`src/rtl/sensor_cfg_seq.sv`:
```
// Plays a parameter-held register table to the SCCB master; delay entries, NACK => FAIL (CFG_SEQ_RETRY_EN: re-issue up to RETRY_CNT times).
// Command on valid/ready, held stable while ready is low; first command 2 cycles after start, 1 FETCH cycle between writes.
module sensor_cfg_seq #(
    parameter int ADDR_W     = 16,
    parameter int DATA_W     = 8,
    parameter int MODE_CNT   = 4,
    parameter int MAX_OPS    = 64,
    parameter bit [MODE_CNT-1:0][MAX_OPS-1:0][ADDR_W+DATA_W-1:0] MODE_ROM = '0,
    parameter int OPS_CNT [MODE_CNT-1:0] = '{default: 0},
    parameter bit [ADDR_W-1:0] DELAY_ADDR = '1,
    parameter int DELAY_UNIT = 1000,
    parameter int RETRY_CNT  = 3,
    localparam int MODE_W    = (MODE_CNT > 1) ? $clog2(MODE_CNT) : 1,
    localparam int IDX_W     = $clog2(MAX_OPS + 1)
) (
    input  logic              clk_i,
    input  logic              rst_n_i,
    input  logic              start_i,
    input  logic [MODE_W-1:0] mode_i,
    output logic [ADDR_W-1:0] cmd_addr_o,
    output logic [DATA_W-1:0] cmd_data_o,
    output logic              cmd_valid_o,
    input  logic              cmd_ready_i,
    input  logic              wr_done_i,
    input  logic              wr_err_i,
    output logic              busy_o,
    output logic              done_o,
    output logic              err_o,
    output logic [IDX_W-1:0]  op_idx_o
);
    localparam int EIDX_W = (MAX_OPS > 1) ? $clog2(MAX_OPS) : 1;
    localparam int CNT_W  = DATA_W + $clog2(DELAY_UNIT + 1);
    localparam int RTRY_W = (RETRY_CNT > 0) ? $clog2(RETRY_CNT + 1) : 1;

`ifdef CFG_SEQ_RETRY_EN
    localparam bit RETRY_EN = 1'b1;
`else
    localparam bit RETRY_EN = 1'b0;
`endif

    typedef enum logic [2:0] {
        S_IDLE, S_FETCH, S_ISSUE, S_WAIT_WR, S_DELAY, S_FINISH, S_FAIL
    } state_t;

    state_t                    r_state;
    state_t                    w_next;
    logic [MODE_W-1:0]         r_mode;
    logic [IDX_W-1:0]          r_idx;
    logic [ADDR_W-1:0]         r_addr;
    logic [DATA_W-1:0]         r_data;
    logic [CNT_W-1:0]          r_cnt;
    logic [RTRY_W-1:0]         r_retry;
    logic                      r_done;
    logic                      r_err;
    logic [EIDX_W-1:0]         w_eidx;
    logic [ADDR_W+DATA_W-1:0]  w_entry;
    logic                      w_mode_bad;
    logic                      w_tbl_end;
    logic                      w_is_delay;
    logic                      w_retry;
    logic                      w_busy;
    logic                      w_valid;

    // Index reaches MAX_OPS only when the table is exhausted, so the truncated ROM read is never used then.
    assign w_eidx     = r_idx[EIDX_W-1:0];
    assign w_entry    = MODE_ROM[r_mode][w_eidx];
    assign w_mode_bad = 32'(mode_i) >= MODE_CNT;
    assign w_tbl_end  = 32'(r_idx) == OPS_CNT[r_mode];
    assign w_is_delay = w_entry[ADDR_W+DATA_W-1:DATA_W] == DELAY_ADDR;
    assign w_retry    = RETRY_EN && (r_retry < RTRY_W'(RETRY_CNT));

    always_ff @(posedge clk_i) begin
        if (!rst_n_i) r_state <= S_IDLE;
        else          r_state <= w_next;
    end

    always_comb begin
        w_next = r_state;
        case (r_state)
            S_IDLE:    if (start_i) w_next = w_mode_bad ? S_FAIL : S_FETCH;
            S_FETCH: begin
                if (w_tbl_end)       w_next = S_FINISH;
                else if (w_is_delay) w_next = S_DELAY;
                else                 w_next = S_ISSUE;
            end
            S_ISSUE:   if (cmd_ready_i) w_next = S_WAIT_WR;
            S_WAIT_WR: if (wr_done_i) w_next = !wr_err_i ? S_FETCH : (w_retry ? S_ISSUE : S_FAIL);
            S_DELAY:   if (r_cnt == '0) w_next = S_FETCH;
            S_FINISH:  w_next = S_IDLE;
            S_FAIL:    w_next = S_IDLE;
            default:   w_next = S_IDLE;
        endcase
    end

    always_comb begin
        w_busy  = r_state != S_IDLE;
        w_valid = r_state == S_ISSUE;
    end

    always_ff @(posedge clk_i) begin
        if (!rst_n_i) begin
            r_mode  <= '0;
            r_idx   <= '0;
            r_addr  <= '0;
            r_data  <= '0;
            r_cnt   <= '0;
            r_retry <= '0;
            r_done  <= 1'b0;
            r_err   <= 1'b0;
        end else begin
            r_done <= r_state == S_FINISH;
            case (r_state)
                S_IDLE: if (start_i) begin
                    r_mode  <= mode_i;
                    r_idx   <= '0;
                    r_retry <= '0;
                    r_err   <= 1'b0;
                end
                S_FETCH: if (!w_tbl_end) begin
                    r_addr <= w_entry[ADDR_W+DATA_W-1:DATA_W];
                    r_data <= w_entry[DATA_W-1:0];
                    r_cnt  <= CNT_W'(w_entry[DATA_W-1:0]) * CNT_W'(DELAY_UNIT);
                end
                S_WAIT_WR: if (wr_done_i) begin
                    if (!wr_err_i) begin
                        r_idx   <= r_idx + IDX_W'(1);
                        r_retry <= '0;
                    end else if (w_retry) begin
                        r_retry <= r_retry + RTRY_W'(1);
                    end
                end
                S_DELAY: begin
                    if (r_cnt == '0) r_idx <= r_idx + IDX_W'(1);
                    else             r_cnt <= r_cnt - CNT_W'(1);
                end
                S_FAIL:  r_err <= 1'b1;
                default: ;
            endcase
        end
    end

    assign cmd_addr_o  = r_addr;
    assign cmd_data_o  = r_data;
    assign cmd_valid_o = w_valid;
    assign busy_o      = w_busy;
    assign done_o      = r_done;
    assign err_o       = r_err;
    assign op_idx_o    = r_idx;
endmodule
```
`config.mk`:
```
export PLATFORM = sky130hd
export DESIGN_NAME = sensor_cfg_seq
export DESIGN_NICKNAME = d
export VERILOG_FILES = /design/src/rtl/sensor_cfg_seq.sv
export SDC_FILE = /design/constraint.sdc
export NUM_CORES = 1
export LEC_CHECK = 0
export ABC_CLOCK_PERIOD_IN_PS = 5200
export CORE_ASPECT_RATIO = 0.75
export CORE_MARGIN = 2
export CORE_UTILIZATION = 54
export DETAILED_ROUTE_END_ITERATION = 10
export HOLD_SLACK_MARGIN = 0.15
export PLACE_DENSITY = 0.85
export REMOVE_ABC_BUFFERS = 1
export SETUP_SLACK_MARGIN = 0.02
export SYNTH_ARGS = -nofsm -noshare
export SYNTH_HDL_FRONTEND = slang
export SYNTH_SLANG_ARGS = --single-unit
export TNS_END_PERCENT = 1
```
`constraint.sdc`:
```
create_clock -name clk_i -period 5.2 [get_ports clk_i]
set_clock_uncertainty 0.15 [all_clocks]
set_input_delay 1.04 -clock clk_i [delete_from_list [all_inputs] [get_ports clk_i]]
set_output_delay 1.04 -clock clk_i [all_outputs]
set_load 0.02 [all_outputs]
```
After elaboration in Yosys (flattened, before gate mapping)
Index checks and enable logic that the tools add are counted.
Widths: inputs -> output; s select.
Storage, ports and cells
  logic and storage cells: 65
  input port bits: 8
  flip-flop bits (word level): 56
  output and inout bits: 35
Cells by class
  equal/unequal tests: 15
  $add $sub $neg: 2
  $lt $le $gt $ge: 2
  bitwise gates (word level): 1
  mux-type cells: 24
  multipliers: 1
  reduce and logical (&&, ||, !) cells: 12
Operators with widths (number)
  $bmux 1536 s2: 1
  $mux 1536: 1
  $bmux 24 s6: 1
  $bmux 32 s2: 1
  $mux 18: 2
  $pmux 18 s2: 1
  $eq 7x32->1: 1
  $mux 32: 1
  $mux 7: 4
  $mux 24: 1
  $mux 3: 7
  $pmux 7 s3: 1
  $logic_not 18->1: 1
  $sub 18x1->18 const B: 1
  $eq 16x16->1 const B: 1
  $mul 8x7->15 const B: 1
  $pmux 3 s5: 1
  $ne 2x2->1 const B: 6
  $eq 3x3->1 const B: 3
  $add 7x1->7 const B: 1
  $lt 6x7->1 const B: 1
  $eq 3x2->1 const B: 2
  $reduce_and 2->1: 3
  $reduce_bool 3->1: 2
  11 further kinds: 12

Logic depth before layout (Yosys ltp)
  word-level depth: 8
  mapped depth: 9
  gate-level depth less buffers: 7

Worst setup path before layout
No wires, ideal clock.
  path kind: register to register
  start: register r_cnt[2]
  end: register r_cnt[15]
  cell stages (with the launch flop): 7
  period minus slack after synthesis: 2.427 ns
  path buffers: 1
  slack: 2.773 ns
  arrival: 2.207 ns
  cell sequence: dfxtp_1 -> or4_1 -> buf_2 -> or3_4 -> or4_1 -> or3_1 -> a21oi_1
Between the ends
  word-level cells in the longest chain between the ends: 3
  elaborated cells between the ends (all ways): 6
Ends and longest elaborated chain
  start, declared: line 51  | logic [CNT_W-1:0] r_cnt;
  start signal, assigned: line 122  | r_cnt <= CNT_W'(w_entry[DATA_W-1:0]) * CNT_W'(DELAY_UNIT);
  start signal, assigned: line 134  | else r_cnt <= r_cnt - CNT_W'(1);
  $sub 18x1->18 / $logic_not 18->1 (equally long branches): line 134, 133
  $mux 18 / $ne 2x2->1 (equally long branches)
  $pmux 18 s2 / $reduce_and 3->1 (equally long branches)
Parallel ways exist; a longest one is shown, timed or not. The select of a mux whose other input is x is not followed.
A chain may end at the register's enable or synchronous reset.

==> flow_summary.ini <==
[clock_tree]
numClockSinks = 30
cts-root-buf = clkbuf_8
cts_tree = built
clk_path_buf_depth = 2
clk_pin_slew_ns = 0.06
htreeDepth = 2
cts_hold_buf = 0
cts-resized-gates = 0
cts_setup_buffers = 0
cts_made_buffers = 5
clkLatencyLatePin_ns = 0.28

[floorplan]
fp.dieArea_um2 = 3930
pin_count = 43
core_um2 = 3290
die_y_um = 54.8
rows = 18
fp.dieW_um = 71.8
start_util = 0.565

[critical_path]
reg2reg_from = r_cnt[0]
cp.buffers_inverters = 1
crit_path_end_kind = flip-flop
critPathSlowestCell = clkdlybuf4s50_1
crit_fanout = 19
path_class = in2reg
critPathCapture = r_cnt[5]
crit_start = rst_n_i
crit_required_ns = 5.26
worstPathArrival_ns = 3.16
reg2reg_slack_ns = 2.37
cp.depth = 4
start_kind = input port
reg2reg_to = r_cnt[4]
rr_worst_depth = 7
crit_path_max_incr_delay_ns = 0.89
critPathTopFamily = simple AND/OR/NAND/NOR gates
crit_chain = clkdlybuf4s50_1 -> nand2b_1 -> or4_1 -> o21ai_0

[timing]
slew_violations = 0
fin_tns_setup_ns = 0
max_clock_freq_ghz = 0.322
setup_viol = 0
grt_setup_unrepaired = false
tightest_slew_ns = 1.14
period_share = 0.598
finalHoldViolations = 0
fin_crit_ns = 3.11
relSlewSlack = 0.236

[grt]
grt_pass1_vias = 1342
antenna_found_initial = 0
grt_pass1_wl_mm = 6.17
grt_max_degree = 24
grtUsageTotal = 0.206
gr-total-overflow = 0

[route]
via_count = 1608
totalWireLength_mm = 3.63
ant_nets = 0
avgViaCountPerCell = 5.66
drcViolationCount = 0
drtIter0Drc = 98
drt-pass1-iter-count = 4
routedWlPerCell_um = 12.8

[finish]
mostFrequentLayoutCell = dfxtp_1
fillCellCount = 299
area_growth_pct = 8.08
multiInputGateArea_um2 = 1100
seq_area_um2 = 601
diodes = 0
final_cells = 284
finalNetCount = 255
drive_above_1_share = 0.0779
final_cell_mix = 30 x dfxtp_1, 24 x conb_1, 17 x o21ai_0, 16 x nor2_1, 16 x clkdlybuf4s50_1

[synth]
synth_warnings = 0
syn_inst = 233
yosysSeqAreaShare = 0.323
ys_seq_elements = 30
synth-edff-count = 0
synthDistinctLibCells = 42
syn_avg_cell_area_um2 = 7.98
synth-main-ff-cell = dfxtp_1
syn_area_um2 = 1860
ys_async_sr_fraction = 0

[power]
p_sw_frac = 0.430
seqPwrFrac = 0.323
p_leak_uw = 0.000789
p_sw_uw = 458
peakVddDrop_mv = 0.227
power_frac_comb = 0.516
power.density_nw_per_um2 = 531
p_clk_frac = 0.161
internal_power_uw = 608

[place]
place_congestion = 0.770
placed_cells = 277
dpl.hpwl_mm = 2.55
port_buffers = 16

[worst_hold_path]
hold_path.startpoint = r_cnt[5]
hold_path.class = reg2reg

[job]
maxCapViolCount = 0

[outcome]
status = finished, final reports clean
[layer usage]
metal / global-route usage / up-vias / wire length, um
li1: - / 820 / -
met1: 0.277 / 732 / 1830
met2: 0.318 / 52 / 1540
met3: 0.0497 / 4 / 217
met4: 0.0943 / 0 / 48
met5: 0 / - / 0
[registers in the layout (all words and copies together) (netlist names)]
register	flops
r_cnt	18
done_o	1
op_idx_o	7
r_state	3
err_o	1
[cells by family (layout without fill, tap and decap cells)]
logic type,after synthesis,count (layout),synth area share
compound gates,55,55,0.184
xor+xnor,4,4,0.0188
fa+ha+maj,3,3,0.0202
buf+inv,41,29,0.135
flops,30,30,0.323
mux,3,3,0.0162
other cells,1,24,0.00202
simple gates,96,96,0.301
[layout make-up]
| type | count | share of cell area |
|---|---|---|
| repair buffers | 16 | 0.0797 |
| flip-flops and latches | 30 | 0.299 |
| inverters | 6 | 0.0112 |
| multi-input cells | 185 | 0.547 |
| clock buffers | 7 | 0.0380 |
| well taps | 40 | 0.0249 |
[cells in the mapped netlist (all sizes together), types with 2 or more instances]
| master | instances | area (um^2) |
|---|---|---|
| dfxtp | 30 | 601 |
| buf | 26 | 193 |
| o21ai | 17 | 85.1 |
| nor2 | 16 | 60.1 |
| or3 | 15 | 104 |
| a21oi | 14 | 70.1 |
| nand2 | 10 | 37.5 |
| or4 | 10 | 77.6 |
| clkbuf | 9 | 35.0 |
| nand3 | 7 | 35.0 |
| o211ai | 7 | 52.6 |
| inv | 6 | 22.5 |
| nand3b | 5 | 37.5 |
| nor3 | 5 | 25.0 |
| o31ai | 5 | 37.5 |
| and2 | 4 | 25.0 |
| and3 | 4 | 25.0 |
| nand2b | 4 | 25.0 |
| or2 | 4 | 25.0 |
| ha | 3 | 37.5 |
| mux2i | 3 | 30.0 |
| nor3b | 3 | 22.5 |
| nor4 | 3 | 18.8 |
| o21a | 3 | 22.5 |
| xor2 | 3 | 26.3 |
| a211oi | 2 | 15.0 |
| a21boi | 2 | 15.0 |
| nand4 | 2 | 12.5 |
| nor2b | 2 | 12.5 |
| or3b | 2 | 17.5 |
[stage by stage]
stage | worst slack (ns) | utilization | instance area, um^2 | power, uW | hold WS (ns)
2_1_floorplan | 2.32 | - | 1720 | 762 | 0.288
3_3_place_gp | 1.86 | 0.588 | 1930 | 872 | 0.309
3_5_place_dp | 1.84 | 0.588 | 1930 | 888 | 0.316
4_1_cts | 2.12 | 0.611 | 2010 | 1070 | 0.325
5_1_grt | 1.94 | 0.611 | 2010 | 1160 | 0.346
6_report | 2.09 | 0.611 | 2010 | 1070 | 0.322
[worst register-to-register path, cell delays in order, from the launching register on]
cell and delay [ns]:
dfxtp_1 0.31, inv_1 0.08, ha_1 0.16, or3b_2 0.49, o21a_1 0.21, a211oi_2 0.94
o21ai_0 0.24, a21oi_1 0.16
[how the worst min path moves through the flow]
stage,slack [ns],cells past startpoint,endpoint
after floorplan,0.29,2,r_cnt[5]
after global placement,0.31,2,r_cnt[5]
after detailed placement,0.32,2,r_cnt[5]
after CTS,0.32,2,r_cnt[5]
after global routing,0.35,2,r_cnt[17]
final,0.32,2,r_cnt[5]
[power by group through the flow]
stage	Combinational (uW)	Clock (uW)	Sequential, uW
after floorplan	427	0	335
after global placement	528	0	344
after detailed placement	541	0	347
after CTS	545	179	342
after global routing	617	187	353
final	550	172	344
No activity file was read; power rests on OpenSTA's default activity.
